`config.mk`:
```
export PLATFORM = sky130hd
export DESIGN_NAME = vga_pattern_gen
export DESIGN_NICKNAME = d
export VERILOG_FILES = /design/src/rtl/vga_pattern_gen.sv
export SDC_FILE = /design/constraint.sdc
export NUM_CORES = 1
export LEC_CHECK = 0
export CAP_MARGIN = 20
export CORE_UTILIZATION = 60
export CTS_BUF_LIST = sky130_fd_sc_hd__clkbuf_8
export CTS_CLUSTER_DIAMETER = 200
export DETAILED_ROUTE_END_ITERATION = 12
export GPL_TIMING_DRIVEN = 0
export PLACE_DENSITY_LB_ADDON = 0.08
export REMOVE_ABC_BUFFERS = 1
export SETUP_SLACK_MARGIN = 0.1
export SKIP_LAST_GASP = 1
export SLEW_MARGIN = 20
export SYNTH_ARGS = -nofsm -noshare
export SYNTH_HDL_FRONTEND = slang
export SYNTH_SLANG_ARGS = --single-unit
```
`constraint.sdc`:
```
create_clock -name i_Clk -period 11.8 [get_ports i_Clk]
set_input_delay 3.54 -clock i_Clk [delete_from_list [all_inputs] [get_ports i_Clk]]
set_output_delay 3.54 -clock i_Clk [all_outputs]
set_load 0.02 [all_outputs]
```
`src/rtl/vga_pattern_gen.sv`:
```
// VGA test-pattern generator: free-running column/row raster with eight
// selectable colour patterns, raw active-area syncs and a frame-start pulse.
// Every output is registered from the current counter values (1-cycle latency).
module vga_pattern_gen #(
    parameter int unsigned VIDEO_WIDTH = 3,
    parameter int unsigned TOTAL_COLS  = 800,
    parameter int unsigned TOTAL_ROWS  = 525,
    parameter int unsigned ACTIVE_COLS = 640,
    parameter int unsigned ACTIVE_ROWS = 480
) (
    input  logic                   i_Clk,
    input  logic                   i_Rst_L,
    input  logic [2:0]             i_Pattern,
    output logic                   o_HSync,
    output logic                   o_VSync,
    output logic [VIDEO_WIDTH-1:0] o_Red_Video,
    output logic [VIDEO_WIDTH-1:0] o_Grn_Video,
    output logic [VIDEO_WIDTH-1:0] o_Blu_Video,
    output logic                   o_Frame_Start
);

    localparam int unsigned CNT_W = 10;
    localparam int unsigned CMP_W = CNT_W + 1;
    localparam int unsigned BAR_W = ACTIVE_COLS / 8;

    localparam logic [CNT_W-1:0] LAST_COL     = CNT_W'(TOTAL_COLS - 1);
    localparam logic [CNT_W-1:0] LAST_ROW     = CNT_W'(TOTAL_ROWS - 1);
    localparam logic [CNT_W-1:0] LAST_ACT_COL = CNT_W'(ACTIVE_COLS - 1);
    localparam logic [CNT_W-1:0] LAST_ACT_ROW = CNT_W'(ACTIVE_ROWS - 1);
    // One extra bit so an active size of 1024 still compares correctly
    localparam logic [CMP_W-1:0] ACT_COLS_W   = CMP_W'(ACTIVE_COLS);
    localparam logic [CMP_W-1:0] ACT_ROWS_W   = CMP_W'(ACTIVE_ROWS);
    localparam logic [VIDEO_WIDTH-1:0] FULL   = {VIDEO_WIDTH{1'b1}};

    typedef enum logic [2:0] {
        PAT_BLACK   = 3'd0,
        PAT_RED     = 3'd1,
        PAT_GREEN   = 3'd2,
        PAT_BLUE    = 3'd3,
        PAT_CHECKER = 3'd4,
        PAT_BARS    = 3'd5,
        PAT_BORDER  = 3'd6,
        PAT_GRAD    = 3'd7
    } pattern_e;

    logic [CNT_W-1:0]       col_q, col_d;
    logic [CNT_W-1:0]       row_q, row_d;
    pattern_e               pat_q, pat_d;
    logic                   hsync_q, hsync_d;
    logic                   vsync_q, vsync_d;
    logic                   frame_start_q, frame_start_d;
    logic [VIDEO_WIDTH-1:0] red_q, red_d;
    logic [VIDEO_WIDTH-1:0] grn_q, grn_d;
    logic [VIDEO_WIDTH-1:0] blu_q, blu_d;
    logic [2:0]             bar_c;
    logic                   border_c;
    logic [VIDEO_WIDTH-1:0] grad_c;

    // Raster advance; the pattern is latched only on the last pixel of a frame
    always_comb begin
        col_d = col_q;
        row_d = row_q;
        pat_d = pat_q;
        if (col_q == LAST_COL) begin
            col_d = '0;
            if (row_q == LAST_ROW) begin
                row_d = '0;
                pat_d = pattern_e'(i_Pattern);
            end else begin
                row_d = row_q + 10'd1;
            end
        end else begin
            col_d = col_q + 10'd1;
        end
    end

    // Colour-bar index by threshold comparison against constant bar edges
    always_comb begin
        bar_c = '0;
        for (int unsigned i = 1; i < 8; i++) begin
            if ({1'b0, col_q} >= CMP_W'(i * BAR_W)) begin
                bar_c = bar_c + 3'd1;
            end
        end
    end

    // Border hit and horizontal gradient level
    always_comb begin
        border_c = (col_q == '0) || (col_q == LAST_ACT_COL) ||
                   (row_q == '0) || (row_q == LAST_ACT_ROW);
        grad_c   = col_q[CNT_W-1 -: VIDEO_WIDTH];
    end

    // Next output values for the pixel currently held in the counters
    always_comb begin
        hsync_d       = ({1'b0, col_q} < ACT_COLS_W);
        vsync_d       = ({1'b0, row_q} < ACT_ROWS_W);
        frame_start_d = (col_q == '0) && (row_q == '0);
        red_d         = '0;
        grn_d         = '0;
        blu_d         = '0;
        if (hsync_d && vsync_d) begin
            case (pat_q)
                PAT_BLACK: begin
                end
                PAT_RED:   red_d = FULL;
                PAT_GREEN: grn_d = FULL;
                PAT_BLUE:  blu_d = FULL;
                PAT_CHECKER: begin
                    if (col_q[5] ^ row_q[5]) begin
                        red_d = FULL;
                        grn_d = FULL;
                        blu_d = FULL;
                    end
                end
                PAT_BARS: begin
                    red_d = bar_c[2] ? FULL : '0;
                    grn_d = bar_c[1] ? FULL : '0;
                    blu_d = bar_c[0] ? FULL : '0;
                end
                PAT_BORDER: begin
                    if (border_c) begin
                        red_d = FULL;
                        grn_d = FULL;
                        blu_d = FULL;
                    end
                end
                PAT_GRAD: begin
                    red_d = grad_c;
                    grn_d = grad_c;
                    blu_d = grad_c;
                end
            endcase
        end
    end

    // State and output registers; reset clears everything asynchronously
    always_ff @(posedge i_Clk or negedge i_Rst_L) begin
        if (!i_Rst_L) begin
            col_q         <= '0;
            row_q         <= '0;
            pat_q         <= PAT_BLACK;
            hsync_q       <= 1'b0;
            vsync_q       <= 1'b0;
            frame_start_q <= 1'b0;
            red_q         <= '0;
            grn_q         <= '0;
            blu_q         <= '0;
        end else begin
            col_q         <= col_d;
            row_q         <= row_d;
            pat_q         <= pat_d;
            hsync_q       <= hsync_d;
            vsync_q       <= vsync_d;
            frame_start_q <= frame_start_d;
            red_q         <= red_d;
            grn_q         <= grn_d;
            blu_q         <= blu_d;
        end
    end

    assign o_HSync       = hsync_q;
    assign o_VSync       = vsync_q;
    assign o_Frame_Start = frame_start_q;
    assign o_Red_Video   = red_q;
    assign o_Grn_Video   = grn_q;
    assign o_Blu_Video   = blu_q;

endmodule

```
## Word level (Yosys, flattened, before mapping)

Cells that the tools add are included.

- Output and inout bits: 12
- Input bits: 5
- Register bits after elaboration: 35
- Logic and storage cells: 66

- Multiplexer cells: 20
- $add $sub $neg: 8
- Equal/unequal tests: 11
- Bitwise gates (word level): 1
- Reduce and logical (&&, ||, !) cells: 8
- Magnitude comparators: 9

Operator list:

| operator | count |
|---|---|
| $pmux 3 s5 | 3 |
| $mux 3 | 14 |
| $eq 10x10->1 const B | 3 |
| $ge 10x9->1 const B | 3 |
| $add 10x1->10 const B | 2 |
| $ge 10x8->1 const B | 2 |
| $logic_not 10->1 | 2 |
| $mux 10 | 2 |
| $add 3x1->3 const B | 6 |
| $eq 3x3->1 const B | 4 |
| $eq 10x9->1 const B | 1 |
| $ge 10x10->1 const B | 1 |
| $ge 10x7->1 const B | 1 |
| $lt 10x10->1 const B | 1 |
| $lt 10x9->1 const B | 1 |
| $eq 3x2->1 const B | 2 |
| $eq 3x1->1 const B | 1 |
| $logic_or 1x1->1 | 3 |
| $logic_and 1x1->1 | 2 |
| $reduce_and 2->1 | 1 |
| $mux 1 | 1 |
| $xor 1x1->1 | 1 |

## Longest topological paths before layout

Gate-level depths: netlist of run 1.

- Word-level depth: 17
- Depth in mapped cells: 23
- Depth with buffers taken out: 20

## Least setup slack after synthesis of run 1

OpenSTA, ideal clock, no wires.

- Path type: flip-flop to flip-flop
- From: register col_q[4]
- To: register red_q[0] (netlist: o_Red_Video[0])
- Path buffers: 2
- Path slack: 7744 ps
- Stages on the path, launching flop included: 22
- Period minus slack after synthesis: 4056 ps
- Data arrival time: 3932 ps
- Setup time: 124 ps
- Cells stage by stage: dfrtp_1 > buf_2 > or2_2 > a211o_1 > ha_1 > clkbuf_1 > xor2_1 > ha_1 > o21ai_0 > nand2_1 > ha_1 > nor2_1 > a31oi_1 > xnor2_1 > nor2_1 > a31oi_1 > ha_1 > o211ai_1 > xnor2_1 > xnor2_1 > o31a_1 > nand2_1

- Word-level cells in the longest chain between the ends: 17

RTL lines:

| what | RTL line | source |
|---|---|---|
| from (decl) | 46 | `logic [CNT_W-1:0] col_q, col_d;` |
| from (signal assigned) | 150 | `col_q <= col_d;` |
| $ge 10x7->1 | 81 | `if ({1'b0, col_q} >= CMP_W'(i * BAR_W)) begin` |
| $mux 1 | 81 |  |
| $add 3x1->3 | 82 | `bar_c = bar_c + 3'd1;` |
| $mux 3 | 81 |  |
| $add 3x1->3 | 82 |  |
| $mux 3 | 81 |  |
| $add 3x1->3 | 82 |  |
| $mux 3 | 81 |  |
| (+2 left out) | - |  |
| $add 3x1->3 | 82 |  |
| $mux 3 | 81 |  |
| $add 3x1->3 | 82 |  |
| $mux 3 | 81 |  |
| $mux 3 | 117 | `red_d = bar_c[2] ? FULL : '0;` |
| $pmux 3 s5 | 103 | `case (pat_q)` |
| $mux 3 (*) | 102 | `if (hsync_d && vsync_d) begin` |
| named net red_d[0] | 52 | `logic [VIDEO_WIDTH-1:0] red_q, red_d;` |
| to (signal assigned) | 156 | `red_q <= red_d;` |
| to (decl) | 52 |  |

Mark *: on every way through the listed nets, which the timed path passes. The rest lies on a longest branch.
A chain may end at the register's enable or synchronous reset.

## Worst setup path after layout of run 1

- From: register red_q[2] (netlist: o_Red_Video[2])
- To: output port o_Red_Video[2]

RTL lines:

| what | RTL line | source |
|---|---|---|
| to (decl) | 16 | `output logic [VIDEO_WIDTH-1:0] o_Red_Video,` |

No word-level cell between the ends.

==> flow_summary.ini, run 1 <==
[setup_path]
arrival_ns = 1.22
max_stage_delay_ns = 0.60
path_delay_family = buffers and inverters
crit_required_ns = 8.26
end_kind = output port
critPathBufInv = 1
crit_type = reg2out
crit_chain = clkdlybuf4s50_1
crit_path_max_fanout = 1
cp-start-kind = register
slowest_stage = clkdlybuf4s50_1

[power]
seq_power_share_pct = 51.7
pwr-share-comb_pct = 1.8
internal_power_mw = 0.184
clkPwrFrac_pct = 46.4
power_leakage_nw = 1.04
switching_power_mw = 0.0473
ir_worst_vdd_uv = 118
switching_share_pct = 20.4
p_per_area_nw_per_um2 = 91.1

[placement]
dpl_worst_slack_ns = 7.24
dp.cells = 299
dp_hpwl_mm = 3.03
io_buffers = 16
gp_congestion = 0.776
postPlaceCellArea_um2 = 2430

[outcome]
status = completed

[drt]
route.detailed.drc = 0
ant_nets = 0
dr.pass1.iters = 4
viasPerCell = 5.99
wl_per_cell_um = 14.0
routed_wirelength_mm = 4.29
drt_first_iter_violations = 74
vias = 1840

[synthesis]
synth-main-ff-cell = dfrtp_1
synth_edf_count = 0
synthCells = 253
ys_async_sr_fraction_pct = 100
ys_seq_elements = 35
syn_area_um2 = 2290
synth_compound_area_share_pct = 18.5
muxShareOfSynthArea_pct = 0.492
syn_area_per_cell_um2 = 9.05
yosys_warnings = 0
yosysUniqueCellTypes = 56
ys_seq_area_share_pct = 38.3
synth_xor_area_share_pct = 7.27
synth_top_family_by_area = simple AND/OR/NAND/NOR gates
yosys.area_share.simple_pct = 25.0
synth_adder_area_share_pct = 4.92

[clocking]
clock_latency_ns = 0.29
root_buffer = clkbuf_8
post_cts_resized = 0
cts_buffers = 5
post-cts-setup-buffers = 0
htree_levels = 2
clockBufferDepth = 2
cts.clk_slew.worst_paths_ns = 0.08
ctsHoldBuffers = 0
cts.sinks = 35
cts_tree = yes

[grt]
antenna_found_initial = 0
grt_pass1_wl_mm = 7.44
grt_overflow_total = 0
grt_pass1_vias = 1606
grt_use_total_pct = 23.7
grt_max_degree = 30

[layout]
area_growth_pct = 11.1
drive_gt1_share_pct = 8.88
fin_nets = 272
utilization_pct = 69.4
nFillCells = 309
antennaDiodeCount = 0
final_cells = 307
final_area_um2 = 2540

[sta]
fin_crit_ns = 4.76
tightest_slew_ns = 0.649
final-hold-violation-count = 0
finClkSkew_ns = 0.00954
setup_viol = 0
slew_headroom_pct = 56.8
tns_ns = 0
fmax_ghz = 0.210
slew_viol_final = 0
rsz0062_at_grt = no
min_period_over_period_pct = 40.3
finalWorstSetupSlack_ns = 7.04

[floorplanning]
fp.dieW_um = 63.8
die-area_um2 = 4070
rows = 22
start_util_pct = 62.5
core_region_area_um2 = 3660
pin_count = 17
dieHeight_um = 63.8

[flow_run]
cap_viol_max_count = 0

[min_path]
hold_class = reg2reg
[per-layer routing]
layer  GRT usage (%)  vias up  part of all wire, %
li1                -      926                    -
met1            31.7      870                   49
met2            36.7       35                   46
met3            5.71        9                  3.5
met4            9.38        0                  1.7
met5               0        -                    0
[worst paths after layout]
check,to,start,slack (ns),cells past startpoint
setup / recovery,o_Red_Video[2],o_Red_Video[2],7.04,1
setup reg to reg,o_Red_Video[0],col_q[9],7.22,20
hold reg to reg,col_q[0],col_q[0],0.52,1
max in group asynchronous,row_q[0],i_Rst_L,8.33,2
min in group asynchronous,o_Grn_Video[0],i_Rst_L,3.07,1
hold / removal,col_q[0],col_q[0],0.52,1
[registers in the layout (all words and copies together), names as in the netlist]
signal,count
col_q,10
o_Frame_Start,1
o_Red_Video,3
row_q,10
o_Blu_Video,3
o_VSync,1
o_Grn_Video,3
pat_q,3
o_HSync,1
[worst reg2reg max path: stages, from the launching register on]
cell and delay, ns:
dfrtp_1 0.62, or2_0 0.42, nor2_1 0.28, inv_1 0.08, ha_1 0.38, xor2_1 0.20
ha_1 0.29, o21ai_0 0.15, nand2_1 0.10, ha_1 0.29, nor2_1 0.10, a31oi_1 0.06
xnor2_1 0.25, nor2_1 0.06, a31oi_1 0.17, ha_1 0.17, o211ai_1 0.10, xnor2_1 0.18
xnor2_1 0.29, o31a_1 0.22, nand2_1 0.06
[cell usage after synthesis, types with 2 or more instances]
library cell | number | area (um2)
dfrtp_1 | 35 | 876
nand2_1 | 26 | 97.6
nor2_1 | 18 | 67.6
o21ai_0 | 17 | 85.1
nand3_1 | 12 | 60.1
a31oi_1 | 10 | 62.6
xnor2_1 | 10 | 87.6
ha_1 | 9 | 113
inv_1 | 9 | 33.8
xor2_1 | 9 | 78.8
buf_2 | 8 | 40.0
clkbuf_1 | 8 | 30.0
nand4_1 | 7 | 43.8
a21oi_1 | 5 | 25.0
and3_1 | 5 | 31.3
nand2b_1 | 5 | 31.3
nor3_1 | 4 | 20.0
a32oi_1 | 3 | 26.3
and2_1 | 3 | 18.8
and4_1 | 3 | 26.3
o211ai_1 | 3 | 22.5
o21a_1 | 3 | 22.5
o311a_1 | 3 | 30.0
a211o_1 | 2 | 17.5
a41oi_1 | 2 | 17.5
nor4bb_1 | 2 | 20.0
or2_2 | 2 | 12.5
or3_1 | 2 | 12.5
[power groups by stage]
stage	combinational (mW)	clock (mW)	sequential [mW]
after global placement	0.00373	0	0.122
after CTS	0.00443	0.110	0.120
final	0.00421	0.108	0.120
after detailed placement	0.00442	0	0.122
after floorplan	0.0000108	0	0.122
after global routing	0.00475	0.114	0.120
[area by class of cell]
class / instances / area [um2] / share of cell area, %
Multi-Input combinational cell: 190 / 1280 / 50.5
Sequential cell: 35 / 876 / 34.4
Timing Repair Buffer: 17 / 175 / 6.89
Clock buffer: 5 / 68.8 / 2.71
Tap cell: 48 / 60.1 / 2.36
Clock inverter: 3 / 43.8 / 1.72
Inverter: 9 / 33.8 / 1.33
[per-stage QoR]
step / total power, mW / hold slack [ns]
after global routing: 0.239 / 0.554
after detailed placement: 0.127 / 0.516
after floorplan: 0.122 / 0.476
after CTS: 0.235 / 0.525
after global placement: 0.126 / 0.504
final: 0.232 / 0.524
[layout by cell type (no fill, tap or decap), drive strengths merged, types with 4 or more instances in the layout]
cell	instances
dfrtp	35
nand2	26
nor2	19
o21ai	18
clkdlybuf4s50	15
nand3	12
xnor2	10
a31oi	10
xor2	9
inv	9
ha	9
nand4	9
nand2b	6
and3	5
a21oi	5
clkbuf	5
nor3	4
[cell families (layout without fill, tap and decap cells)]
kind of cell | Yosys count | count (layout)
buf+inv | 28 | 34
simple gates | 101 | 101
flops | 35 | 35
xor+xnor | 19 | 19
compound gates | 60 | 60
fa+ha+maj | 9 | 9
mux | 1 | 1
Power figures use the tool's default switching activity.
==> inputs of run 2 (changes only) <==
--- a/config.mk
+++ b/config.mk
@@ -6,7 +6,7 @@
 export NUM_CORES = 1
 export LEC_CHECK = 0
 export CAP_MARGIN = 20
-export CORE_UTILIZATION = 60
+export CORE_UTILIZATION = 55
 export CTS_BUF_LIST = sky130_fd_sc_hd__clkbuf_8
 export CTS_CLUSTER_DIAMETER = 200
 export DETAILED_ROUTE_END_ITERATION = 12
==> constraint.sdc (replaced) <==
create_clock -name i_Clk -period 3.9 [get_ports i_Clk]
set_input_delay 1.17 -clock i_Clk [delete_from_list [all_inputs] [get_ports i_Clk]]
set_output_delay 1.17 -clock i_Clk [all_outputs]
set_load 0.02 [all_outputs]
==> flow_summary.ini, run 2 (same netlist as run 1, synthesis figures left out) <==
[grt]
grt_pass1_wl_mm = 7.96
grt_use_total_pct = 24.0
grt_pass1_vias = 1708
antenna_found_initial = 0
grt_overflow_total = 0
grt_max_degree = 28

[setup_path]
arrival_ns = 4.13
crit_start = col_q[5]
crit_path_max_fanout = 7
r2r_start = col_q[5]
crit_required_ns = 4.13
cp-start-kind = register
end_kind = register
crit_type = reg2reg

[drt]
route.detailed.drc = 0
ant_nets = 0
viasPerCell = 5.93
vias = 1910
wl_per_cell_um = 14.8
dr.pass1.iters = 4
drt_first_iter_violations = 172
routed_wirelength_mm = 4.78

[clocking]
cts_buffers = 5
cts.sinks = 35
ctsHoldBuffers = 0
htree_levels = 2
clock_latency_ns = 0.29
root_buffer = clkbuf_8
cts_tree = yes
clockBufferDepth = 2
cts.clk_slew.worst_paths_ns = 0.08

[layout]
drive_gt1_share_pct = 18.0
area_growth_pct = 17.0
seqCellArea_um2 = 883
layout_common_cells = dfrtp_1 (29), nand2_1 (26), nor2_1 (17)
top_regs = col_q: 10 flops, row_q: 10 flops
utilization_pct = 66.9
fin_nets = 285
layout_commonest_cell = dfrtp_1
antennaDiodeCount = 0
multi_input_area_um2 = 1340
nFillCells = 351
final_area_um2 = 2680

[power]
p_total_mw = 0.630
ir_worst_vdd_uv = 168
p_per_area_nw_per_um2 = 235
power_leakage_nw = 1.08

[sta]
rsz0062_at_grt = yes
finalWorstSetupSlack_ns = -0.000572
slew_headroom_pct = 73.6
setup_viol = 1
fin_crit_ns = 3.90
fmax_ghz = 0.256
finClkSkew_ns = 0.00722
slew_viol_final = 0
min_period_over_period_pct = 100
final-hold-violation-count = 0
tightest_slew_ns = 0.395

[placement]
dp_hpwl_mm = 3.07
gp_congestion = 0.864
postPlaceCellArea_um2 = 2430
io_buffers = 16
dpl_worst_slack_ns = -0.702

[outcome]
failed_checks = negative setup slack
status = complete, but fails checks

[floorplanning]
fp.dieW_um = 66.5
die-area_um2 = 4420
core_region_area_um2 = 4000
dieHeight_um = 66.5
rows = 23
start_util_pct = 57.2
pin_count = 17

[min_path]
hold_class = reg2reg
hp-start = col_q[0]

[flow_run]
cap_viol_max_count = 0
-- run 2: changes by cell type in the layout (fill, tap and decap cells not counted), sizes merged --
cell      before  now
buf            2   15
bufinv         1    0
clkinv         2    1
clkinvlp       0    1
inv            9   10
-- run 2: repair_timing --
item,in CTS,in global routing
setup buffers,10,3
gates resized for setup,15,6
endpoints found under the hold margin,0,0
cloned,0,0
pin swaps,15,11
setup endpoints to repair,6,6
-- run 2: area by class of cell --
class	instances	area share, %
Multi-Input combinational cell	190	50.1
Sequential cell	35	33.0
Timing Repair Buffer	30	10.1
Clock buffer	5	2.57
Tap cell	50	2.34
Inverter	9	1.26
Clock inverter	3	0.607
-- run 2: per-layer routing --
layer | part of all wire [%] | up-vias | track usage (%)
li1 | - | 948 | -
met1 | 47 | 909 | 31.5
met2 | 48 | 43 | 37.8
met3 | 2.8 | 10 | 5.48
met4 | 2.3 | 0 | 10.4
met5 | 0 | - | 0
-- run 2: per-stage QoR --
step	hold WS (ns)	instances	setup TNS (ns)
2_1_floorplan	0.476	234	-0.581
4_1_cts	0.533	319	-0.0639
3_5_place_dp	0.523	301	-3.46
6_report	0.529	322	-0.000572
3_3_place_gp	0.508	300	-3.18
5_1_grt	0.564	322	-0.674
-- run 2: worst paths after layout --
| path | to | slack, ns | cells past startpoint |
|---|---|---|---|
| worst max-delay path | o_Red_Video[0] | -0.0006 | 20 |
| worst min-delay path | col_q[0] | 0.53 | 1 |
| worst max register to register | o_Red_Video[0] | -0.0006 | 20 |
| worst min register to register | col_q[0] | 0.53 | 1 |
| max in group asynchronous | col_q[9] | 2.76 | 2 |
| min in group asynchronous | o_Red_Video[2] | 0.72 | 1 |
-- run 2: critical path, cell delays in order (launching register included) --
cell      delay [ns]
dfrtp_2         0.42
or2_4           0.25
a211o_1         0.31
ha_4            0.30
xor2_2          0.14
ha_1            0.30
o21ai_2         0.08
nand2_1         0.07
ha_1            0.27
nor2_1          0.03
a31oi_1         0.18
xnor2_1         0.18
nor2_1          0.06
a31oi_1         0.18
ha_2            0.19
o211ai_1        0.09
xnor2_1         0.15
xnor2_1         0.13
buf_4           0.14
o31a_1          0.26
nand2_1         0.08
-- run 2: power breakdown --
part / internal [mW] / leakage (nW) / switching [mW]
combinational: 0.00500 / 0.636 / 0.00740
clock: 0.122 / 0.0453 / 0.132
sequential: 0.363 / 0.399 / 0
total: 0.490 / 1.08 / 0.140
==> inputs of run 3 (changes only) <==
--- a/config.mk
+++ b/config.mk
@@ -10,12 +10,12 @@
 export CTS_BUF_LIST = sky130_fd_sc_hd__clkbuf_8
 export CTS_CLUSTER_DIAMETER = 200
 export DETAILED_ROUTE_END_ITERATION = 12
+export GPL_ROUTABILITY_DRIVEN = 0
 export GPL_TIMING_DRIVEN = 0
 export PLACE_DENSITY_LB_ADDON = 0.08
 export REMOVE_ABC_BUFFERS = 1
 export SETUP_SLACK_MARGIN = 0.1
 export SKIP_LAST_GASP = 1
-export SLEW_MARGIN = 20
 export SYNTH_ARGS = -nofsm -noshare
 export SYNTH_HDL_FRONTEND = slang
 export SYNTH_SLANG_ARGS = --single-unit
==> flow_summary.ini, run 3 (same netlist as run 1, synthesis figures left out) <==
[outcome]
status = complete, but fails checks
failed_checks = negative setup slack

[sta]
finClkSkew_ns = 0.0107
fin_crit_ns = 3.99
slew_headroom_pct = 50.0
fmax_ghz = 0.251
min_period_over_period_pct = 102
final-hold-violation-count = 0
finalWorstSetupSlack_ns = -0.0901
tightest_slew_ns = 0.750
rsz0062_at_grt = yes
setup_viol = 3
slew_viol_final = 0
hold_slack_ns = 0.535

[setup_path]
crit_chain = or2_4 -> a211o_1 -> ha_4 -> xor2_1 -> ha_1 -> o21ai_2 -> nand2_1 -> ha_1 -> nor2_1 -> a31oi_1 -> xnor2_1 -> nor2_1 -> a31oi_1 -> ha_2 -> o211ai_1 -> xnor2_1 -> xnor2_1 -> buf_4 -> o31a_1 -> nand2_1
max_stage_delay_ns = 0.42
crit_end = o_Red_Video[0]
crit_start = col_q[5]
cp_common_cell = xnor2_1
end_kind = register
r2r_end = o_Red_Video[0]
crit_path_max_fanout = 7
cp-start-kind = register
crit_required_ns = 4.13
slowest_stage = dfrtp_2
reg2reg_depth = 20
r2r_slack_ns = -0.09
crit_type = reg2reg
arrival_ns = 4.22
r2r_start = col_q[5]

[grt]
grt_pass1_vias = 1639
grt_use_total_pct = 23.8
grt_max_degree = 36
grt_overflow_total = 0
grt_pass1_wl_mm = 7.83
antenna_found_initial = 0

[clocking]
ctsHoldBuffers = 0
clock_latency_ns = 0.29
clockBufferDepth = 2
cts.clk_slew.worst_paths_ns = 0.08
cts_tree = yes
htree_levels = 2
cts_buffers = 5
cts.sinks = 35
root_buffer = clkbuf_8

[layout]
drive_gt1_share_pct = 17.3
antennaDiodeCount = 0
layout_commonest_cell = dfrtp_1
fin_nets = 284
utilization_pct = 66.0
nFillCells = 355
area_growth_pct = 15.3
layout_common_cells = dfrtp_1 (29), nand2_1 (25), nor2_1 (17)
top_regs = col_q: 10 flops, row_q: 10 flops

[floorplanning]
pin_count = 17
core_region_area_um2 = 4000
fp.dieW_um = 66.5
rows = 23
dieHeight_um = 66.5
die-area_um2 = 4420
start_util_pct = 57.2

[power]
p_total_mw = 0.620
power_leakage_nw = 1.08
pwr-share-comb_pct = 1.6
clkPwrFrac_pct = 39.9
internal_power_mw = 0.486
seq_power_share_pct = 58.5
ir_worst_vdd_uv = 237
switching_power_mw = 0.134
switching_share_pct = 21.6
p_per_area_nw_per_um2 = 235

[drt]
wl_per_cell_um = 14.6
drt_first_iter_violations = 116
vias = 1894
viasPerCell = 5.90
route.detailed.drc = 0
routed_wirelength_mm = 4.70
ant_nets = 0
dr.pass1.iters = 4

[min_path]
hold_class = reg2reg
hold_depth = 1

[placement]
io_buffers = 16
dp_hpwl_mm = 2.99
dpl_worst_slack_ns = -0.685

[flow_run]
cap_viol_max_count = 0
[run 3: cell types whose count changed in the layout (fill, tap and decap cells not counted), sizes merged]
cell      before  now
buf           15   14
clkinvlp       1    0
inv           10   11
[run 3: metrics by stage]
step / instance area [um2] / instances / TNS, ns
floorplan: 2190 / 234 / -0.581
global placement: 2420 / 300 / -3.18
detailed placement: 2410 / 300 / -3.36
CTS: 2600 / 318 / -0.00776
global route: 2640 / 321 / -0.915
finish: 2640 / 321 / -0.201
[run 3: how the worst min path moves through the flow]
stage	startpoint	to	slack [ns]
2_1_floorplan	col_q[0]	col_q[0]	0.48
3_3_place_gp	col_q[0]	col_q[0]	0.51
3_5_place_dp	col_q[0]	col_q[0]	0.53
4_1_cts	col_q[0]	col_q[0]	0.54
5_1_grt	col_q[0]	col_q[0]	0.57
6_report	col_q[0]	col_q[0]	0.53
[run 3: power groups by stage]
| stage | logic, mW | clock network, mW | registers, mW |
|---|---|---|---|
| 6_report | 0.00991 | 0.247 | 0.363 |
| 5_1_grt | 0.0120 | 0.272 | 0.363 |
| 4_1_cts | 0.0108 | 0.256 | 0.363 |
| 3_5_place_dp | 0.0107 | 0 | 0.370 |
| 3_3_place_gp | 0.0111 | 0 | 0.370 |
| 2_1_floorplan | 0.0000317 | 0 | 0.370 |
[run 3: worst max-delay path: cells and delay by family (launching register included)]
| kind | cells | cell delay [ns] |
|---|---|---|
| compound gates | 6 | 1.12 |
| fa+ha+maj | 4 | 1.08 |
| xor+xnor | 4 | 0.64 |
| simple gates | 5 | 0.51 |
| flops | 1 | 0.42 |
| buf+inv | 1 | 0.15 |
[run 3: repair_timing]
action,in CTS,in global routing
resized for setup,15,5
setup buffers,10,3
endpoints found under the setup margin,6,6
pin swaps,14,9
[run 3: final cells by class]
| cell class | count | area, um2 | area share [%] |
|---|---|---|---|
| flip-flops and latches | 35 | 883 | 33.5 |
| clock buffers | 5 | 68.8 | 2.61 |
| repair buffers | 29 | 250 | 9.48 |
| multi-input cells | 190 | 1330 | 50.3 |
| well taps | 50 | 62.6 | 2.37 |
| clock inverters | 3 | 12.5 | 0.474 |
| inverters | 9 | 33.8 | 1.28 |
[run 3: routing by layer]
layer / track usage (%) / wire (um)
met1: 32.1 / 2270
met2: 36.5 / 2200
met3: 6.51 / 141
met4: 8.51 / 89
met5: 0 / 0
